--- config.mk ---
export PLATFORM = sky130hd
export DESIGN_NAME = maj_vote_filter
export DESIGN_NICKNAME = d
export VERILOG_FILES = /design/src/rtl/maj_vote_filter_pkg.sv /design/src/rtl/maj_vote_filter_maj_n.sv /design/src/rtl/maj_vote_filter.sv
export SDC_FILE = /design/constraint.sdc
export NUM_CORES = 1
export LEC_CHECK = 0
export CAP_MARGIN = 20
export CORE_MARGIN = 2
export CORE_UTILIZATION = 43
export DETAILED_ROUTE_END_ITERATION = 12
export GPL_ROUTABILITY_DRIVEN = 0
export PLACE_DENSITY = 0.73
export SYNTH_ARGS = -nofsm -noshare
export SYNTH_HDL_FRONTEND = slang
export SYNTH_SLANG_ARGS = --single-unit
--- constraint.sdc ---
create_clock -name clk -period 1.5 [get_ports clk]
set_input_delay 0.15 -clock clk [delete_from_list [all_inputs] [get_ports clk]]
set_output_delay 0.15 -clock clk [all_outputs]
set_load 0.02 [all_outputs]
--- src/rtl/maj_vote_filter_pkg.sv ---
// Shared defaults and in_bus indexing helper for the majority-vote filter.
package maj_vote_filter_pkg;

    localparam int DEF_N      = 3;
    localparam int DEF_W      = 4;
    localparam int DEF_STABLE = 3;
    localparam int DEF_CNT_W  = 8;

    // Flat in_bus position of replica r, channel c.
    function automatic int bit_idx(input int r, input int c, input int w);
        return r * w + c;
    endfunction

endpackage

--- src/rtl/maj_vote_filter_maj_n.sv ---
// Combinational N-input majority and disagreement for one channel.
module maj_n #(
    parameter int N = 3
) (
    input  logic [N-1:0] bits,
    output logic         vote,
    output logic         disagree
);

    localparam int CW = $clog2(N + 1);

    logic [CW-1:0] ones;

    always_comb begin
        ones = '0;
        for (int i = 0; i < N; i++) begin
            ones = ones + CW'(bits[i]);
        end
        vote     = ones > CW'(N / 2);
        disagree = (ones != '0) && (ones != CW'(N));
    end

endmodule

--- src/rtl/maj_vote_filter.sv ---
// Registered N-way majority voter with per-channel debounce and a saturating fault counter.
module maj_vote_filter
    import maj_vote_filter_pkg::*;
#(
    parameter int N      = DEF_N,
    parameter int W      = DEF_W,
    parameter int STABLE = DEF_STABLE,
    parameter int CNT_W  = DEF_CNT_W
) (
    input  logic             clk,
    input  logic             rst,
    input  logic             en,
    input  logic [N*W-1:0]   in_bus,
    input  logic             clr_err,
    output logic [W-1:0]     vote,
    output logic [W-1:0]     disagree,
    output logic [W-1:0]     out,
    output logic             changed,
    output logic [CNT_W-1:0] err_cnt
);

    localparam int CNT_BITS = (STABLE > 1) ? $clog2(STABLE) : 1;

    if (N % 2 == 0 || N < 1) begin : g_bad_n
        $error("maj_vote_filter: N must be odd and >= 1");
    end
    if (STABLE < 1) begin : g_bad_stable
        $error("maj_vote_filter: STABLE must be >= 1");
    end

    logic [N-1:0]         ch_bits [W];
    logic [W-1:0]         vote_raw;
    logic [W-1:0]         dis_raw;

    logic [W-1:0]         vote_q, vote_d;
    logic [W-1:0]         disagree_q, disagree_d;
    logic                 v1_q, v1_d;
    logic [W-1:0]         out_q, out_d;
    logic                 changed_q, changed_d;
    logic [CNT_W-1:0]     err_cnt_q, err_cnt_d;
    logic [CNT_BITS-1:0]  cnt_q [W];
    logic [CNT_BITS-1:0]  cnt_d [W];

    // Regroup the replica-major bus into one N-bit slice per channel.
    always_comb begin
        for (int c = 0; c < W; c++) begin
            for (int r = 0; r < N; r++) begin
                ch_bits[c][r] = in_bus[bit_idx(r, c, W)];
            end
        end
    end

    for (genvar gi = 0; gi < W; gi++) begin : g_chan
        maj_n #(.N(N)) u_maj (
            .bits     (ch_bits[gi]),
            .vote     (vote_raw[gi]),
            .disagree (dis_raw[gi])
        );
    end

    always_comb begin
        vote_d     = vote_q;
        disagree_d = disagree_q;
        v1_d       = en;
        out_d      = out_q;
        err_cnt_d  = err_cnt_q;
        for (int c = 0; c < W; c++) begin
            cnt_d[c] = cnt_q[c];
        end

        if (en) begin
            vote_d     = vote_raw;
            disagree_d = dis_raw;
        end

        // Debounce: only consecutive evaluations (v1 high) advance the count.
        if (v1_q) begin
            for (int c = 0; c < W; c++) begin
                if (vote_q[c] == out_q[c]) begin
                    cnt_d[c] = '0;
                end else if (cnt_q[c] == CNT_BITS'(STABLE - 1)) begin
                    out_d[c] = vote_q[c];
                    cnt_d[c] = '0;
                end else begin
                    cnt_d[c] = cnt_q[c] + CNT_BITS'(1);
                end
            end
        end

        changed_d = |(out_d ^ out_q);

        if (clr_err) begin
            err_cnt_d = '0;
        end else if (v1_q && (|disagree_q) && (err_cnt_q != '1)) begin
            err_cnt_d = err_cnt_q + CNT_W'(1);
        end
    end

    always_ff @(posedge clk) begin
        if (rst) begin
            vote_q     <= '0;
            disagree_q <= '0;
            v1_q       <= 1'b0;
            out_q      <= '0;
            changed_q  <= 1'b0;
            err_cnt_q  <= '0;
            for (int c = 0; c < W; c++) begin
                cnt_q[c] <= '0;
            end
        end else begin
            vote_q     <= vote_d;
            disagree_q <= disagree_d;
            v1_q       <= v1_d;
            out_q      <= out_d;
            changed_q  <= changed_d;
            err_cnt_q  <= err_cnt_d;
            for (int c = 0; c < W; c++) begin
                cnt_q[c] <= cnt_d[c];
            end
        end
    end

    assign vote     = vote_q;
    assign disagree = disagree_q;
    assign out      = out_q;
    assign changed  = changed_q;
    assign err_cnt  = err_cnt_q;

endmodule

Word-level counts from Yosys, hierarchy flattened
Memories as Yosys holds them, arrays and structs flattened. Cells that the tools add are included.

Input port bits: 16. Bits in writable memories: 8. Word-level logic and storage cells: 80. Memories kept: 1. Flip-flop bits (word level): 22.

Reduce and logical (&&, ||, !) cells: 13. Bitwise gates (word level): 5. $lt $le $gt $ge: 4. Add/sub/neg operators: 13. Mux-type cells: 25. Eq/ne operators: 13.

Memories: cnt_q (depth 4, width 2, rd ports 4, clocked after Yosys merged registers in 0, wr ports 4, RTL line maj_vote_filter.sv:41) `logic [CNT_BITS-1:0] cnt_q [W];`.

Operators by type and width (count): 2-to-1 mux 2 bit (12); 2-to-1 mux 1 bit (11); adder 1 x 1 -> 2 bit (4); adder 2 x 1 -> 2 bit (4); adder 2 x 1 -> 2 bit (second input constant) (4); adder 8 x 1 -> 8 bit (second input constant) (1); equality test 2 bit (second input constant) (4); > comparator 2 x 1 -> 1 bit (second input constant) (4); 2-to-1 mux 8 bit (1); inequality test 2 bit (second input constant) (4); inequality test 8 bit (second input constant) (1); nonzero test 2 bit (4); OR reduction 4 bit (2); logical AND 1 bit (6); equality test 1 bit (4); 2-to-1 mux 4 bit (1); bitwise OR 1 bit (4); bitwise XOR 4 bit (1); OR reduction 2 bit (1).

Depth between registers and ports, before layout
Gate-level depths: netlist (run 1).

Word-level depth: 6. Depth in mapped cells: 6. Mapped depth without buffers: 5.

Modules after synthesis
From an unflattened synthesis (run 1), not the netlist that was laid out.

Cells, all modules: 159. Area, all modules: 1465.2 µm².

By module, submodules not included: maj_vote_filter (sequential area each 600.6 µm², area each 1305.0 µm², cells each 143, instances 1); maj_n (sequential area each 0.0 µm², area each 40.0 µm², cells each 4, instances 4).

Worst setup path before layout (run 1)
OpenSTA, ideal clock, no wires.

Kind: flip-flop to flip-flop. Start point: register err_cnt_q[0], in the netlist err_cnt[0]. End point: register err_cnt_q[5], in the netlist err_cnt[5]. Clock period less this slack: 1.490 ns. Cell stages (with the launch flop): 5. Data required time: 1.430 ns. Library setup time: 0.070 ns. Arrival: 1.420 ns. Path slack: 0.010 ns. Buffers on the path: 0. Path through: dfxtp_1 > ha_1 > a31o_2 > or4_1 > a21oi_1.

Longest elaborated chain between the ends: 2. Elaborated cells on any way between the ends: 3. Those cells by class: add/sub: 1; eq/ne: 1; reduce/logical: 1.

RTL lines: from (decl) (RTL line maj_vote_filter.sv:40) `logic [CNT_W-1:0] err_cnt_q, err_cnt_d;`; from (signal assigned) (RTL line maj_vote_filter.sv:116) `err_cnt_q <= err_cnt_d;`; parallel branches: the longest is 2 deep, another holds adder 8 x 1 -> 8 bit.

Parallel ways; which one is timed is not known. A chain may end at the register's enable or synchronous reset.

Worst setup path in the final report (run 1)
Start point: register disagree_q[3], in the netlist disagree[3]. End point: register err_cnt_q[4], in the netlist err_cnt[4].

Longest elaborated chain between the ends: 3.

RTL lines: from (decl) (RTL line maj_vote_filter.sv:36) `logic [W-1:0] disagree_q, disagree_d;`; from (signal assigned) (RTL line maj_vote_filter.sv:112) `disagree_q <= disagree_d;`; OR reduction 4 bit (RTL line maj_vote_filter.sv:94) `end else if (v1_q && (|disagree_q) && (err_cnt_q != '1)) begin`; logical AND 1 bit (2 in series) (RTL line maj_vote_filter.sv:94).

Every way passes these cells.

==> impl_metrics.toml, run 1 <==
[run_status]
status = "finished, final reports clean"

[route]
first_iter_violations = 71
ant_nets = 0
dr.pass1.iters = 4
finalWirelength_um = 3120
vias = 1243
wire_per_inst_um = 13.2
drc = 0
vias_per_cell = 5.24

[sta]
max_slew_margin_pct = 81.3
hold_viol = 0
fin_worst_skew_ns = 0.00745
setup_viol = 0
setup_ws_ns = 0.0624
rsz0062_at_grt = "no"
fin_crit_sh_pct = 95.8
fmax_mhz = 696
worstMarginPinSlew_ns = 0.278
report.final.slew_viol_count = 0
period_needed_ns = 1.44

[finish]
final_cell_area_um2 = 1890
fin_nets = 215
drive_gt1_share_pct = 12.4
synthToLayoutAreaGrowth_pct = 37.2
fin_cells = 237
num_antenna_cells = 0

[placement]
dp_hpwl_um = 2390
dpl.cell_count = 231
dpl_cell_area_um2 = 1840
io_buffers = 36
post-place-ws_ns = -0.0512

[synthesis]
netlist.area_leader.share_pct = 43.5
synth_area_leaders = "dfxtp_1, nor2_1, fa_1, mux2i_1, xnor2_1"
synthArstFlopShare_pct = 0
synth_commonest_cells = "dfxtp_1, nor2_1, a21oi_1"
ys_warn_count = 0
ys.flop_type = "dfxtp_1"
synth_edf_count = 0
synth.largest_area_cell = "dfxtp_1"
synth.most_common_cell = "dfxtp_1"
synth_nets = 168
netlist_instances = 147
ys_seq_area_share_pct = 43.5
netlist_area_um2 = 1380
synth.avg_cell_area_um2 = 9.39
synth_seq_cells = 30
yosysUniqueCellTypes = 36

[critical_path]
r2r-end = "err_cnt[4]$_SDFFE_PP0P_"
arrival_ns = 1.70
endpoint_kind = "flip-flop"
worstSetupPathType = "reg -> reg"
startpoint = "disagree[3]$_SDFFE_PP0P_"
ff2ff_setup_slack_ns = 0.06
r2r-start = "disagree[3]$_SDFFE_PP0P_"
path_max_fanout = 6
critPathCapture = "err_cnt[4]$_SDFFE_PP0P_"
crit_path_start_kind = "flip-flop"
rr_worst_depth = 4
cp.required_ns = 1.76

[floorplanning]
ioPinCount = 37
initial_core_util_pct = 45.2
die_area_um2 = 3680
die_h_um = 60.7
die_w_um = 60.7
fp.coreArea_um2 = 3050
num_rows = 20

[cts]
cts-root-buf = "clkbuf_4"
cts_hold_buf = 0
h-tree-depth = 2
clock-sinks = 30
clock_latency_ns = 0.33
cts_buffers = 5
cts_max_path_buffers = 2
clk_pin_slew_worst_paths_ns = 0.08
cts_tree = "done"

[power_and_ir_drop]
power_mw = 1.55
power_density_nw_per_um2 = 821
leakage_nw = 0.855
vdd_drop_max_v = 0.000471

[global_route]
track_usage_pct = 19.4
grt_pass1_wl_um = 5180
grt_pass1_vias = 1255
antenna_found_initial = 0
grt_max_degree = 23
grt-ovfl-total = 0

[min_path]
hold_path_class = "reg -> reg"

[flow_run]
cap_violations = 0
how the worst min path moves through the flow:
stage | from | endpoint | slack, ns | cells after the start
finish | cnt_q[0][0]$_SDFFE_PP0P_ | cnt_q[0][0]$_SDFFE_PP0P_ | 0.51 | 2
global route | cnt_q[2][1]$_SDFFE_PP0P_ | cnt_q[2][1]$_SDFFE_PP0P_ | 0.54 | 2
CTS | cnt_q[0][0]$_SDFFE_PP0P_ | cnt_q[0][0]$_SDFFE_PP0P_ | 0.51 | 2
detailed placement | cnt_q[0][0]$_SDFFE_PP0P_ | cnt_q[0][0]$_SDFFE_PP0P_ | 0.49 | 2
global placement | cnt_q[2][0]$_SDFFE_PP0P_ | cnt_q[2][0]$_SDFFE_PP0P_ | 0.47 | 2
floorplan | rst | v1_q$_SDFF_PP0_ | 0.22 | 1
stage by stage:
stage          hold WS (ns)  utilization (%)  setup TNS, ns
6_report              0.508             62.0              0
5_1_grt               0.536             62.0              0
4_1_cts               0.507             61.4              0
3_5_place_dp          0.493             60.4         -0.122
3_3_place_gp          0.469             60.4        -0.0115
2_1_floorplan         0.222                -              0
registers in the layout (all words and copies together), names as in the netlist:
name and flops:
changed 1, out 4, disagree 4, err_cnt 8, v1_q 1, vote 4
cnt_q 8
where the power goes:
group / internal (mW) / switching, mW
Combinational: 0.126 / 0.117
Sequential: 0.821 / 0.0255
Clock: 0.211 / 0.254
layout by cell type (no fill, tap or decap), types with 2 or more instances in the layout:
cell type,n
nand2_1,9
fa_1,4
inv_1,3
nand3b_1,4
nand3_1,5
dlymetal6s2s_1,5
mux2i_1,8
xnor2_1,8
dfxtp_1,28
clkdlybuf4s50_1,16
a211oi_1,6
o22ai_1,2
dfxtp_2,2
clkbuf_4,5
dlygate4sd2_1,15
xor2_1,2
a21oi_1,10
or4_1,4
nor2_1,24
buf_4,10
nand4_1,2
and3_1,3
timing repair:
item / CTS / global route
gates cloned: 0 / 0
gates resized for setup: 15 / 9
setup endpoints to repair: 15 / 7
setup buffers: 0 / 0
layout make-up:
cell class	count	area, um2
sequential	30	603
multi-input combinational	108	743
timing repair buffer	46	429
clock buffer	6	51.3
inverter	3	11.3
fill	272	1160
tap	44	55.1
critical path: stages (launching register included):
cell and delay, ns:
dfxtp_1 0.33, o41a_4 0.52, and4_4 0.22, and3_1 0.17
nor3_2 0.13
per-layer routing:
metal  vias to the layer above  GRT usage, %  share of wire [%]
li1                        613             -                  -
met1                       572          23.2                 44
met2                        49          31.5                 48
met3                         9          5.54                5.6
met4                         0          10.6                2.4
met5                         -             0                  0
cell families after synthesis:
kind of cell	share of synthesized area (%)
AND/OR/NAND/NOR	21.9
multiplexers	5.80
adder cells (fa/ha/maj)	6.71
flip-flops	43.5
AO/OA/AOI/OAI	12.9
buffers and inverters	2.81
XOR/XNOR	6.35
Note: power is estimated with default switching activity, not from simulation.
==> run 2: changes to the inputs <==
PLACE_DENSITY = 0.75   (was 0.73)
==> run 2 against run 1 <==
  * Global-route usage fell by 0.64 points
  * Largest power group unchanged
  * Non-clock buffer count fell by 2
  * Final cell count decreased by 0.42%
  * Clock-buffer cell count rose by 1
  * Clock power down 6.3%
  * Clock skew is 0.00081 ns higher
  * Critical path depth is the same
  * Cell area is 1.1% lower
  * Register-to-register slack hardly changed
  * Via count is 0.40% higher
  * Combinational power is essentially flat
==> impl_metrics.toml, run 2 (synthesized netlist as in run 1, its figures left out) <==
[cts]
cts_hold_buf = 0
cts_max_path_buffers = 2
cts_buffers = 5
clock_latency_ns = 0.33
h-tree-depth = 2
clock-sinks = 30
cts_tree = "done"
clk_pin_slew_worst_paths_ns = 0.08
cts_setup_buffers = 0
cts-root-buf = "clkbuf_4"

[critical_path]
r2r-start = "err_cnt[0]$_SDFFE_PP0P_"
cp.required_ns = 1.76
endpoint_kind = "flip-flop"
crit_path_start_kind = "flip-flop"
path_max_fanout = 6
startpoint = "err_cnt[0]$_SDFFE_PP0P_"
worstSetupPathType = "reg -> reg"
arrival_ns = 1.69

[route]
wire_per_inst_um = 13.0
top_layer_used = "met4"
ant_nets = 0
route.met2.wl_um = 1570
vias = 1248
vias_per_cell = 5.29
drc = 0
finalWirelength_um = 3070
dr.pass1.iters = 4
first_iter_violations = 47
met3_length_um = 127
drt-met1-wl_um = 1310

[finish]
final.fill_count = 283
regArea_um2 = 603
num_antenna_cells = 0
synthToLayoutAreaGrowth_pct = 35.6
multiInputGateArea_um2 = 743
final_common_cell = "dfxtp_1"
fin_nets = 213
fin_util_pct = 61.3
fin_cells = 236
drive_gt1_share_pct = 10.9
layout_common_cells = "dfxtp_1, nor2_1, clkdlybuf4s50_1, dlygate4sd2_1, a21oi_1"

[placement]
dpl.cell_count = 229
io_buffers = 36
dp_hpwl_um = 2320

[global_route]
grt_pass1_vias = 1143
antenna_found_initial = 0
grt_max_degree = 24
grt_pass1_wl_um = 5000
track_usage_pct = 18.8
grt-ovfl-total = 0

[sta]
hold_viol = 0
report.final.slew_viol_count = 0
fin_crit_sh_pct = 95.1
rsz0062_at_grt = "no"
max_slew_margin_pct = 81.3
setup_viol = 0
fin_worst_skew_ns = 0.00826
hold_slack_ns = 0.499
fmax_mhz = 701
worstMarginPinSlew_ns = 0.279
period_needed_ns = 1.43

[floorplanning]
num_rows = 20
die_area_um2 = 3680
initial_core_util_pct = 45.2
die_w_um = 60.7
die_h_um = 60.7
fp.coreArea_um2 = 3050
ioPinCount = 37

[power_and_ir_drop]
power_mw = 1.53
vdd_drop_max_v = 0.000506
leakage_nw = 0.839
power_density_nw_per_um2 = 816

[min_path]
hold_path_class = "reg -> reg"
hold_start = "cnt_q[2][0]$_SDFFE_PP0P_"

[flow_run]
cap_violations = 0

[run_status]
status = "finished, final reports clean"
## run 2: cell count changes in the layout (fill, tap and decap cells not counted)
cell      delta
buf_4        -2
clkbuf_1     +2
clkbuf_8     -1
## run 2: final cells by class
type / count / share of cell area [%]
clock buffers: 7 / 2.41
inverters: 3 / 0.602
multi-input cells: 108 / 39.7
flip-flops and latches: 30 / 32.2
well taps: 44 / 2.94
repair buffers: 44 / 22.1
## run 2: timing repair
| item | CTS | global route |
|---|---|---|
| resized for setup | 15 | 9 |
| pin swaps | 0 | 2 |
| endpoints found under the setup margin | 15 | 9 |
| hold endpoints to repair | 0 | 0 |
## run 2: per-layer routing
layer	vias to the layer above	GRT usage, %
met5	-	0
met4	0	7.76
met3	5	5.76
met2	34	32.4
met1	599	21.5
li1	610	-
## run 2: through the flow
stage,instance area (um2),setup TNS (ns),setup slack [ns]
finish,1870,0,0.0739
global placement,1830,-0.00934,-0.00512
CTS,1850,0,0.00191
floorplan,1380,0,0.00988
global route,1870,0,0.0210
detailed placement,1830,-0.129,-0.0611
## run 2: worst paths after layout
check | endpoint | slack [ns] | cells after the start
setup / recovery | err_cnt[5]$_SDFFE_PP0P_ | 0.07 | 4
hold / removal | cnt_q[2][0]$_SDFFE_PP0P_ | 0.50 | 2
setup reg to reg | err_cnt[5]$_SDFFE_PP0P_ | 0.07 | 4
hold reg to reg | cnt_q[2][0]$_SDFFE_PP0P_ | 0.50 | 2
## run 2: critical path: stages, from the launching register on
cell and delay [ns]:
dfxtp_1 0.35, ha_2 0.23, a31o_2 0.25, or4_1 0.39, a21oi_1 0.15
## run 2: power breakdown
group | switching (mW) | internal, mW | leakage (nW)
registers | 0.0250 | 0.822 | 0.245
logic | 0.118 | 0.127 | 0.569
clock network | 0.259 | 0.176 | 0.0254
==> run 3: changes to the inputs <==
CAP_MARGIN = not set   (was 20)
==> results of run 3 <==
The final DEF is identical to that of run 2; final timing and power are the same.
